File: src/rtl/player_controller_if.sv
// Player controller bus: frame/press/hit/scan inputs and sprite outputs.
interface player_controller_if;
    logic        startOfFrame;
    logic        leftPress;
    logic        rightPress;
    logic        hit;
    logic [10:0] pixelX;
    logic [10:0] pixelY;
    logic [10:0] offsetX;
    logic [10:0] offsetY;
    logic        InsideRectangle;
    logic        visible;
    logic [10:0] topLeftX;
    logic [1:0]  lives;
    logic        gameOver;

    // Stimulus side: drives frame, press, hit and scan pixel; observes sprite state.
    modport master (
        output startOfFrame, leftPress, rightPress, hit, pixelX, pixelY,
        input  offsetX, offsetY, InsideRectangle, visible, topLeftX, lives, gameOver
    );

    // Controller side.
    modport slave (
        input  startOfFrame, leftPress, rightPress, hit, pixelX, pixelY,
        output offsetX, offsetY, InsideRectangle, visible, topLeftX, lives, gameOver
    );
endinterface

File: src/rtl/player_controller.sv
// Player sprite controller: frame-synchronous movement, lives/blink FSM, box test.
module player_controller #(
    parameter int unsigned OBJECT_WIDTH_X  = 26,
    parameter int unsigned OBJECT_HEIGHT_Y = 37,
    parameter int unsigned START_X         = 307,
    parameter int unsigned TOP_Y           = 400,
    parameter int unsigned SPEED           = 4,
    parameter int unsigned RIGHT_LIMIT     = 614,
    parameter int unsigned START_LIVES     = 3,
    parameter int unsigned BLINK_FRAMES    = 120,
    parameter int unsigned BLINK_HALF      = 8
) (
    input  logic                clk,
    input  logic                reset,
    player_controller_if.slave  bus
);
    localparam int unsigned XW      = 11;
    localparam int unsigned CW      = 12;
    localparam int unsigned BLINK_W = $clog2(BLINK_FRAMES + 1);
    localparam int unsigned HALF_SH = $clog2(BLINK_HALF);

    typedef enum logic [1:0] {ALIVE, HIT_BLINK, DEAD} state_t;

    state_t              state_q, state_d;
    logic [XW-1:0]       top_left_x_q, top_left_x_d;
    logic [1:0]          lives_q, lives_d;
    logic [BLINK_W-1:0]  blink_cnt_q, blink_cnt_d;
    logic                game_over_q, game_over_d;
    logic                visible_q, visible_d;
    logic                inside_q, inside_d;
    logic [XW-1:0]       offset_x_q, offset_x_d;
    logic [XW-1:0]       offset_y_q, offset_y_d;

    logic [CW-1:0]       sum_right;
    logic [BLINK_W-1:0]  blink_phase;
    logic                in_x, in_y;

    // Next-state: movement, lives/blink FSM, visibility and registered box test.
    always_comb begin
        state_d      = state_q;
        top_left_x_d = top_left_x_q;
        lives_d      = lives_q;
        blink_cnt_d  = blink_cnt_q;
        game_over_d  = game_over_q;
        visible_d    = visible_q;
        inside_d     = 1'b0;
        offset_x_d   = '0;
        offset_y_d   = '0;
        sum_right    = CW'(top_left_x_q) + CW'(SPEED);
        blink_phase  = '0;

        // Position only moves on the frame pulse, and never once dead.
        if (bus.startOfFrame && (state_q != DEAD)) begin
            if (bus.leftPress && !bus.rightPress) begin
                top_left_x_d = (top_left_x_q >= XW'(SPEED)) ? (top_left_x_q - XW'(SPEED)) : '0;
            end else if (bus.rightPress && !bus.leftPress) begin
                top_left_x_d = (sum_right > CW'(RIGHT_LIMIT)) ? XW'(RIGHT_LIMIT) : sum_right[XW-1:0];
            end
        end

        case (state_q)
            ALIVE: begin
                // A coincident frame pulse does not count down the freshly loaded blink.
                if (bus.hit) begin
                    if (lives_q > 2'd1) begin
                        lives_d     = lives_q - 2'd1;
                        blink_cnt_d = BLINK_W'(BLINK_FRAMES);
                        state_d     = HIT_BLINK;
                    end else begin
                        lives_d     = 2'd0;
                        game_over_d = 1'b1;
                        state_d     = DEAD;
                    end
                end
            end
            HIT_BLINK: begin
                if (bus.startOfFrame) begin
                    if (blink_cnt_q <= BLINK_W'(1)) begin
                        blink_cnt_d = '0;
                        state_d     = ALIVE;
                    end else begin
                        blink_cnt_d = blink_cnt_q - BLINK_W'(1);
                    end
                end
            end
            DEAD: begin
                state_d = DEAD;
            end
            default: begin
                state_d = ALIVE;
            end
        endcase

        // Odd blink half-periods (counted from the top) hide the sprite.
        blink_phase = blink_cnt_d >> HALF_SH;
        case (state_d)
            ALIVE:     visible_d = 1'b1;
            HIT_BLINK: visible_d = ~blink_phase[0];
            default:   visible_d = 1'b0;
        endcase

        in_x = (CW'(bus.pixelX) >= CW'(top_left_x_q)) &&
               (CW'(bus.pixelX) <  (CW'(top_left_x_q) + CW'(OBJECT_WIDTH_X)));
        in_y = (CW'(bus.pixelY) >= CW'(TOP_Y)) &&
               (CW'(bus.pixelY) <  (CW'(TOP_Y) + CW'(OBJECT_HEIGHT_Y)));
        inside_d = in_x && in_y;
        if (inside_d) begin
            offset_x_d = bus.pixelX - top_left_x_q;
            offset_y_d = bus.pixelY - XW'(TOP_Y);
        end
    end

    // State and output registers with asynchronous reset.
    always_ff @(posedge clk or posedge reset) begin
        if (reset) begin
            state_q      <= ALIVE;
            top_left_x_q <= XW'(START_X);
            lives_q      <= 2'(START_LIVES);
            blink_cnt_q  <= '0;
            game_over_q  <= 1'b0;
            visible_q    <= 1'b1;
            inside_q     <= 1'b0;
            offset_x_q   <= '0;
            offset_y_q   <= '0;
        end else begin
            state_q      <= state_d;
            top_left_x_q <= top_left_x_d;
            lives_q      <= lives_d;
            blink_cnt_q  <= blink_cnt_d;
            game_over_q  <= game_over_d;
            visible_q    <= visible_d;
            inside_q     <= inside_d;
            offset_x_q   <= offset_x_d;
            offset_y_q   <= offset_y_d;
        end
    end

    assign bus.topLeftX        = top_left_x_q;
    assign bus.lives           = lives_q;
    assign bus.gameOver        = game_over_q;
    assign bus.visible         = visible_q;
    assign bus.InsideRectangle = inside_q;
    assign bus.offsetX         = offset_x_q;
    assign bus.offsetY         = offset_y_q;
endmodule

File: src/flat_wrapper.sv
// flat-port wrapper written by rule: the top's interface ports become plain ports
module player_controller_flat 
#(
    parameter int unsigned OBJECT_WIDTH_X  = 26,
    parameter int unsigned OBJECT_HEIGHT_Y = 37,
    parameter int unsigned START_X         = 307,
    parameter int unsigned TOP_Y           = 400,
    parameter int unsigned SPEED           = 4,
    parameter int unsigned RIGHT_LIMIT     = 614,
    parameter int unsigned START_LIVES     = 3,
    parameter int unsigned BLINK_FRAMES    = 120,
    parameter int unsigned BLINK_HALF      = 8
)
  (clk, reset, bus_startOfFrame, bus_leftPress, bus_rightPress, bus_hit, bus_pixelX, bus_pixelY, bus_offsetX, bus_offsetY, bus_InsideRectangle, bus_visible, bus_topLeftX, bus_lives, bus_gameOver);
  player_controller_if bus_i ();
  input  logic clk;
  input  logic reset;
  input wire logic [$bits(bus_i.startOfFrame)-1:0] bus_startOfFrame;
  input wire logic [$bits(bus_i.leftPress)-1:0] bus_leftPress;
  input wire logic [$bits(bus_i.rightPress)-1:0] bus_rightPress;
  input wire logic [$bits(bus_i.hit)-1:0] bus_hit;
  input wire logic [$bits(bus_i.pixelX)-1:0] bus_pixelX;
  input wire logic [$bits(bus_i.pixelY)-1:0] bus_pixelY;
  output wire logic [$bits(bus_i.offsetX)-1:0] bus_offsetX;
  output wire logic [$bits(bus_i.offsetY)-1:0] bus_offsetY;
  output wire logic [$bits(bus_i.InsideRectangle)-1:0] bus_InsideRectangle;
  output wire logic [$bits(bus_i.visible)-1:0] bus_visible;
  output wire logic [$bits(bus_i.topLeftX)-1:0] bus_topLeftX;
  output wire logic [$bits(bus_i.lives)-1:0] bus_lives;
  output wire logic [$bits(bus_i.gameOver)-1:0] bus_gameOver;
  assign bus_i.startOfFrame = bus_startOfFrame;
  assign bus_i.leftPress = bus_leftPress;
  assign bus_i.rightPress = bus_rightPress;
  assign bus_i.hit = bus_hit;
  assign bus_i.pixelX = bus_pixelX;
  assign bus_i.pixelY = bus_pixelY;
  assign bus_offsetX = bus_i.offsetX;
  assign bus_offsetY = bus_i.offsetY;
  assign bus_InsideRectangle = bus_i.InsideRectangle;
  assign bus_visible = bus_i.visible;
  assign bus_topLeftX = bus_i.topLeftX;
  assign bus_lives = bus_i.lives;
  assign bus_gameOver = bus_i.gameOver;
  player_controller #(.OBJECT_WIDTH_X(OBJECT_WIDTH_X), .OBJECT_HEIGHT_Y(OBJECT_HEIGHT_Y), .START_X(START_X), .TOP_Y(TOP_Y), .SPEED(SPEED), .RIGHT_LIMIT(RIGHT_LIMIT), .START_LIVES(START_LIVES), .BLINK_FRAMES(BLINK_FRAMES), .BLINK_HALF(BLINK_HALF)) u_core (.clk(clk), .reset(reset), .bus(bus_i));
endmodule
File: config.mk
export PLATFORM = sky130hd
export DESIGN_NAME = player_controller_flat
export DESIGN_NICKNAME = d
export VERILOG_FILES = /design/src/rtl/player_controller_if.sv /design/src/rtl/player_controller.sv /design/src/flat_wrapper.sv
export SDC_FILE = /design/constraint.sdc
export NUM_CORES = 1
export LEC_CHECK = 0
export CAP_MARGIN = 20
export CORE_MARGIN = 2
export CORE_UTILIZATION = 55
export CTS_CLUSTER_SIZE = 25
export DETAILED_ROUTE_END_ITERATION = 8
export PLACE_DENSITY = 0.94
export SLEW_MARGIN = 20
export SYNTH_ARGS = -nofsm -noshare
export SYNTH_HDL_FRONTEND = slang
export SYNTH_SLANG_ARGS = --single-unit
File: constraint.sdc
create_clock -name clk -period 4.89 [get_ports clk]
set_clock_uncertainty 0.05 [all_clocks]
set_input_delay 0.7335 -clock clk [delete_from_list [all_inputs] [get_ports clk]]
set_output_delay 0.7335 -clock clk [all_outputs]
set_load 0.05 [all_outputs]
== Word-level counts from Yosys, hierarchy flattened ==
Index checks and enable logic that the tools add are counted.

* Input bits: 28
* Register bits after elaboration: 47
* Word-level logic and storage cells: 68
* Output and inout port bits: 38

* Bitwise gates (word level): 2
* Magnitude comparators: 8
* Equal/unequal tests: 7
* Mux-type cells: 18
* Reduce and logical (&&, ||, !) cells: 16
* $add $sub $neg: 7

{| class="wikitable"
|+ Operators with widths
! operator !! number
|-
| 11-bit 2-to-1 mux || 6
|-
| 7-bit 2-to-1 mux || 4
|-
| 7-bit case mux with 2 select lines || 1
|-
| 11-bit by 3-bit adder with 12-bit output, second input constant || 1
|-
| 11-bit by 5-bit adder with 12-bit output, second input constant || 1
|-
| 12-bit by 10-bit > comparator with 1-bit output, second input constant || 1
|-
| 11-bit by 12-bit < comparator with 1-bit output || 1
|-
| 11-bit >= comparator || 1
|-
| 11-bit by 3-bit >= comparator with 1-bit output, second input constant || 1
|-
| 11-bit by 9-bit >= comparator with 1-bit output, second input constant || 1
|-
| 11-bit by 9-bit < comparator with 1-bit output, second input constant || 1
|-
| 11-bit subtractor || 1
|-
| 11-bit by 3-bit subtractor with 11-bit output, second input constant || 1
|-
| 11-bit by 9-bit subtractor with 11-bit output, second input constant || 1
|-
| 2-bit 2-to-1 mux || 5
|-
| 7-bit by 1-bit <= comparator with 1-bit output, second input constant || 1
|-
| 7-bit by 1-bit subtractor with 7-bit output, second input constant || 1
|-
| 1-bit logical AND || 6
|-
| 2-bit != test, second input constant || 3
|-
| 2-bit case mux with 3 select lines || 1
|-
| 2-bit by 1-bit equality test with 1-bit output, second input constant || 2
|-
| 2-bit logical NOT || 2
|-
| 2-bit AND reduction || 2
|-
| 4-bit AND reduction || 1
|-
| 9 further kinds || 12
|}

== Depth between registers and ports, before layout ==
* Depth in word-level cells: 6
* Mapped depth: 15
* Gate-level depth less buffers: 14

== Least setup slack after synthesis ==
Ideal clock, no wire load.

* Path kind: reg-to-reg
* From: reg u_core.top_left_x_q[3], in the netlist u_core.bus.topLeftX[3]
* To: reg u_core.offset_x_q[8], in the netlist u_core.bus.offsetX[8]
* Slack: 1.857 ns
* Data arrival time: 2.911 ns
* Period minus slack after synthesis: 3.033 ns
* Setup time: 0.072 ns
* Cell stages (with the launch flop): 16
* Required time: 4.768 ns
* Buffers on the path: 2
* Cell sequence: dfrtp_1 > buf_6 > inv_1 > ha_1 > a21oi_1 > nand2_1 > nand2_1 > xnor2_1 > ha_1 > a21oi_1 > o211ai_1 > a31oi_1 > o211a_1 > o211ai_2 > buf_2 > nor2_1

* Word-level cells in the longest chain between the ends: 5
* Elaborated cells between the ends (all ways): 7
* Those cells by class: add/sub (2); order compare (2); mux (1); reduce/logical (2)

{| class="wikitable"
|+ RTL lines
! element !! line !! text
|-
| start, declared || player_controller.sv:25 || <nowiki>logic [XW-1:0] top_left_x_q, top_left_x_d;</nowiki>
|-
| start signal, assigned || player_controller.sv:117 || <nowiki>top_left_x_q <= XW'(START_X);</nowiki>
|-
| start signal, assigned || player_controller.sv:127 || <nowiki>top_left_x_q <= top_left_x_d;</nowiki>
|-
| 11-bit by 5-bit adder with 12-bit output || player_controller.sv:103 || <nowiki>(CW'(bus.pixelX) < (CW'(top_left_x_q) + CW'(OBJECT_WIDTH_X)));</nowiki>
|-
| 11-bit by 12-bit < comparator with 1-bit output || player_controller.sv:103 ||
|-
| 1-bit logical AND || player_controller.sv:102 || <nowiki>in_x = (CW'(bus.pixelX) >= CW'(top_left_x_q)) &&</nowiki>
|-
| 1-bit logical AND || player_controller.sv:106 || <nowiki>inside_d = in_x && in_y;</nowiki>
|-
| 11-bit 2-to-1 mux (*) || player_controller.sv:107 || <nowiki>if (inside_d) begin</nowiki>
|-
| named net u_core.offset_x_d[8] || player_controller.sv:31 || <nowiki>logic [XW-1:0] offset_x_q, offset_x_d;</nowiki>
|-
| end signal, assigned || player_controller.sv:133 || <nowiki>offset_x_q <= offset_x_d;</nowiki>
|-
| end, declared || player_controller.sv:31 ||
|}

Mark *: on every way through the listed nets, which the timed path passes. The rest lies on a longest branch.
A chain may end at the register's enable or synchronous reset.

== Final worst setup path ==
* From: reg u_core.top_left_x_q[3], in the netlist u_core.bus.topLeftX[3]
* To: reg u_core.offset_y_q[3], in the netlist u_core.bus.offsetY[3]

* Word-level cells in the longest chain between the ends: 5
* Elaborated cells between the ends (all ways): 6
* Those cells by class: add/sub (1); order compare (2); mux (1); reduce/logical (2)

{| class="wikitable"
|+ RTL lines
! element !! line !! text
|-
| 11-bit by 5-bit adder with 12-bit output || player_controller.sv:103 ||
|-
| 11-bit by 12-bit < comparator with 1-bit output || player_controller.sv:103 ||
|-
| 1-bit logical AND (*) || player_controller.sv:102 ||
|-
| 1-bit logical AND (*) || player_controller.sv:106 ||
|-
| named net u_core.inside_d || player_controller.sv:30 || <nowiki>logic inside_q, inside_d;</nowiki>
|-
| 11-bit 2-to-1 mux (*) || player_controller.sv:107 ||
|-
| named net u_core.offset_y_d[3] || player_controller.sv:32 || <nowiki>logic [XW-1:0] offset_y_q, offset_y_d;</nowiki>
|-
| end signal, assigned || player_controller.sv:134 || <nowiki>offset_y_q <= offset_y_d;</nowiki>
|-
| end, declared || player_controller.sv:32 ||
|}

Marked as above.

==> results by group <==
Worst setup path
  • FF-to-FF Start: u_core.bus.topLeftX[3]
  • Crit path launch type: flip-flop
  • Worst reg2reg path depth: 14
  • Critical path type: reg2reg
  • CP Capture Type: flip-flop
  • Reg2Reg Setup Slack: 1.45 ns
  • R2r endpoint: u_core.bus.offsetY[3]
  • CP Data Required Time: 5.08 ns
  • CP Max Fanout: 19
  • Arrival @ worst endpoint: 3.63 ns

Global route
  • GRT overflow: 0
  • Largest net degree at the start of global routing: 48
  • Number of global-route vias before repair: 2995
  • Antenna violations before repair: 0
  • First-pass GRT wire length: 13.3 mm
  • Tot GR Track Use: 25.6%

Timing
  • Final Max Slew Viols: 0
  • Setup TNS: 0 ns
  • Final min period: 3.44 ns
  • Slew @ Worst Pin: 0.995 ns
  • RSZ-0062 raised after global routing: false
  • Rel. slew slack: 32.9%
  • Final worst path period share: 70.4%
  • Hold Vio Cnt, Final: 0
  • Fmax achieved: 0.291 GHz
  • Final setup violation count: 0

Worst hold path
  • Hold path depth: 1
  • Hold Path Origin: u_core.bus.gameOver
  • Min-Delay Path Class: reg2reg
  • WHS Endpoint: u_core.bus.gameOver

CTS
  • Cts repair resizes: 0
  • CTS Buf Count: 5
  • CTS tree: done
  • Setup Buffers After CTS: 0
  • CTS sink cnt: 47
  • Worst skew pair latency: 0.30 ns
  • Reg clk slew, reported paths: 0.09 ns
  • Clock root cell: clkbuf_8
  • H-tree depth: 2
  • Hold Buf Count CTS: 0
  • CTS max path bufs: 2

Yosys
  • Mapped Nets: 434
  • Post-Syn Area: 3330 um^2
  • Yosys warning total: 0
  • Synthesized area per cell: 8.92 um^2
  • Distinct cell type count after synthesis: 63
  • Post-synthesis register bit count: 47
  • Yosys top cell by area: dfrtp_1
  • Yosys top cell area share: 29.3%
  • Post-synth EDFFs: 0
  • Asr flop ratio synth: 100%
  • Commonest cells post-synth: dfrtp_1 (39), nor2_1 (39), ha_1 (31), nand2_1 (31), inv_1 (30)
  • Commonest register cell after synthesis: dfrtp_1
  • Area contributors post-synth: dfrtp_1 (29%), ha_1 (12%), dfstp_2 (6.3%), nor2_1 (4.4%), o21ai_0 (3.9%)
  • Post-synthesis sequential area ratio: 35.6%
  • Cells after synthesis: 373

Routing
  • Routed vias: 3071
  • Vias/cell: 6.00
  • DR DRC count: 0
  • Drt total wl: 8.11 mm
  • Drt first-iter violations: 196
  • ANT nets after route: 0
  • Drt first pass iters: 4
  • Avg WL per Cell: 15.8 um

Power and ir drop
  • Power Density: 460 nW/um^2
  • Max IR drop VDD: 441 uV
  • Cell leakage power: 0.00179 uW

Run
  • Maxcap violations: 0

Final layout
  • Antenna Cells: 0
  • Area delta synth->final: 23.6%
  • Layout Cells excl Fill: 512
  • Post-layout net count: 497
  • Proportion of layout cells with a drive suffix above 1: 6.18%

Placed design
  • Post-Place Cells: 504
  • DP HPWL: 6.16 mm
  • Port Buf Inserts: 65
  • Routability congestion estimate: 0.903

Floorplan
  • Die Span Y: 81.8 um
  • I/O pin count: 66
  • Effective utilization at floorplan: 56.5%
  • Cell row count: 28
  • Die area: 6690 um^2
  • Die X: 81.8 um
  • Placeable Area: 5890 um^2

Run status
  • Outcome: complete, no violations
[sequential cells by signal (all words and copies together), names as in the netlist]
name	cells
u_core.bus.gameOver	1
u_core.bus.offsetY	11
u_core.bus.offsetX	11
u_core.bus.visible	1
u_core.bus.InsideRectangle	1
u_core.state_q	2
u_core.bus.topLeftX	11
u_core.bus.lives	2
u_core.blink_cnt_q	7
[logic make-up after synthesis]
group | synth area share, %
adder cells (fa/ha/maj) | 12.9
flip-flops | 35.6
XOR/XNOR | 5.26
buffers and inverters | 5.30
AO/OA/AOI/OAI | 20.8
multiplexers | 1.54
AND/OR/NAND/NOR | 18.6
[through the flow]
step	hold WS, ns	instance area, um^2	utilization [%]	power, uW	setup WS (ns)
final	0.410	4120	69.9	1890	1.45
after global routing	0.450	4120	69.9	2030	1.07
after CTS	0.415	4120	69.9	1890	1.45
after detailed placement	0.393	4020	68.3	1620	1.23
after global placement	0.391	4020	68.3	1580	1.38
after floorplan	0.410	3330	-	1360	1.86
[report_power, final]
part           total (uW)  switching (uW)  internal, uW
registers             601             128           473
logic                1040             626           417
clock network         247             131           116
total                1890             886          1010
[per-layer routing]
layer	routed length, um	track usage (%)	vias up	share of wire [%]
met3	483	3.41	25	6.0
met2	4010	45.9	127	49
met4	264	11.3	0	3.3
li1	-	-	1462	-
met1	3350	30.4	1457	41
met5	0	0	-	0
[layout make-up]
class | count | area [um^2]
timing repair buffer | 66 | 658
tap | 75 | 93.8
clock inverter | 1 | 8.76
clock buffer | 7 | 86.3
inverter | 31 | 116
fill | 438 | 1770
sequential | 47 | 1190
multi-input combinational | 285 | 1970
[how the worst max path moves through the flow]
stage                                 end                   start  cells after the start
floorplan           u_core.bus.offsetX[8]  u_core.bus.topLeftX[3]                     15
global placement    u_core.bus.offsetY[2]           bus_pixelX[1]                      9
detailed placement  u_core.bus.offsetY[0]           bus_pixelX[1]                      9
CTS                 u_core.bus.offsetY[0]  u_core.bus.topLeftX[3]                     14
global route        u_core.bus.offsetY[1]  u_core.bus.topLeftX[3]                     14
finish              u_core.bus.offsetY[3]  u_core.bus.topLeftX[3]                     14
[worst max-delay path: stages (launching register included)]
cell and delay, ns:
dfrtp_1 0.60, inv_1 0.24, ha_1 0.23, a21oi_1 0.20, nand2_1 0.11, nand2_1 0.13
xnor2_1 0.13, ha_1 0.26, a21oi_1 0.21, o211ai_1 0.12, a31oi_1 0.19, o211a_1 0.19
o211ai_2 0.33, inv_1 0.23, and2_1 0.15
[cells in the final DEF, fill, tap and decap left out, drive strengths merged, types with 3 or more instances in the layout]
master | synthesis | routed
clkdlybuf4s50 | 0 | 65
nor2 | 39 | 39
dfrtp | 39 | 39
nand2 | 31 | 31
ha | 31 | 31
inv | 30 | 30
o21ai | 27 | 27
a21oi | 20 | 20
xnor2 | 12 | 12
nand3 | 11 | 11
a31oi | 10 | 10
xor2 | 8 | 8
dfstp | 8 | 8
clkbuf | 3 | 7
and2 | 6 | 6
nor3 | 6 | 6
a21o | 5 | 5
nor3b | 5 | 5
nand2b | 5 | 5
a211oi | 4 | 4
nor4 | 4 | 4
mux2i | 4 | 4
o22ai | 4 | 4
o211ai | 4 | 4
o22a | 3 | 3
o211a | 3 | 3
or2 | 3 | 3
nor2b | 3 | 3
or4 | 3 | 3
o31ai | 3 | 3
Power figures use the tool's default switching activity.
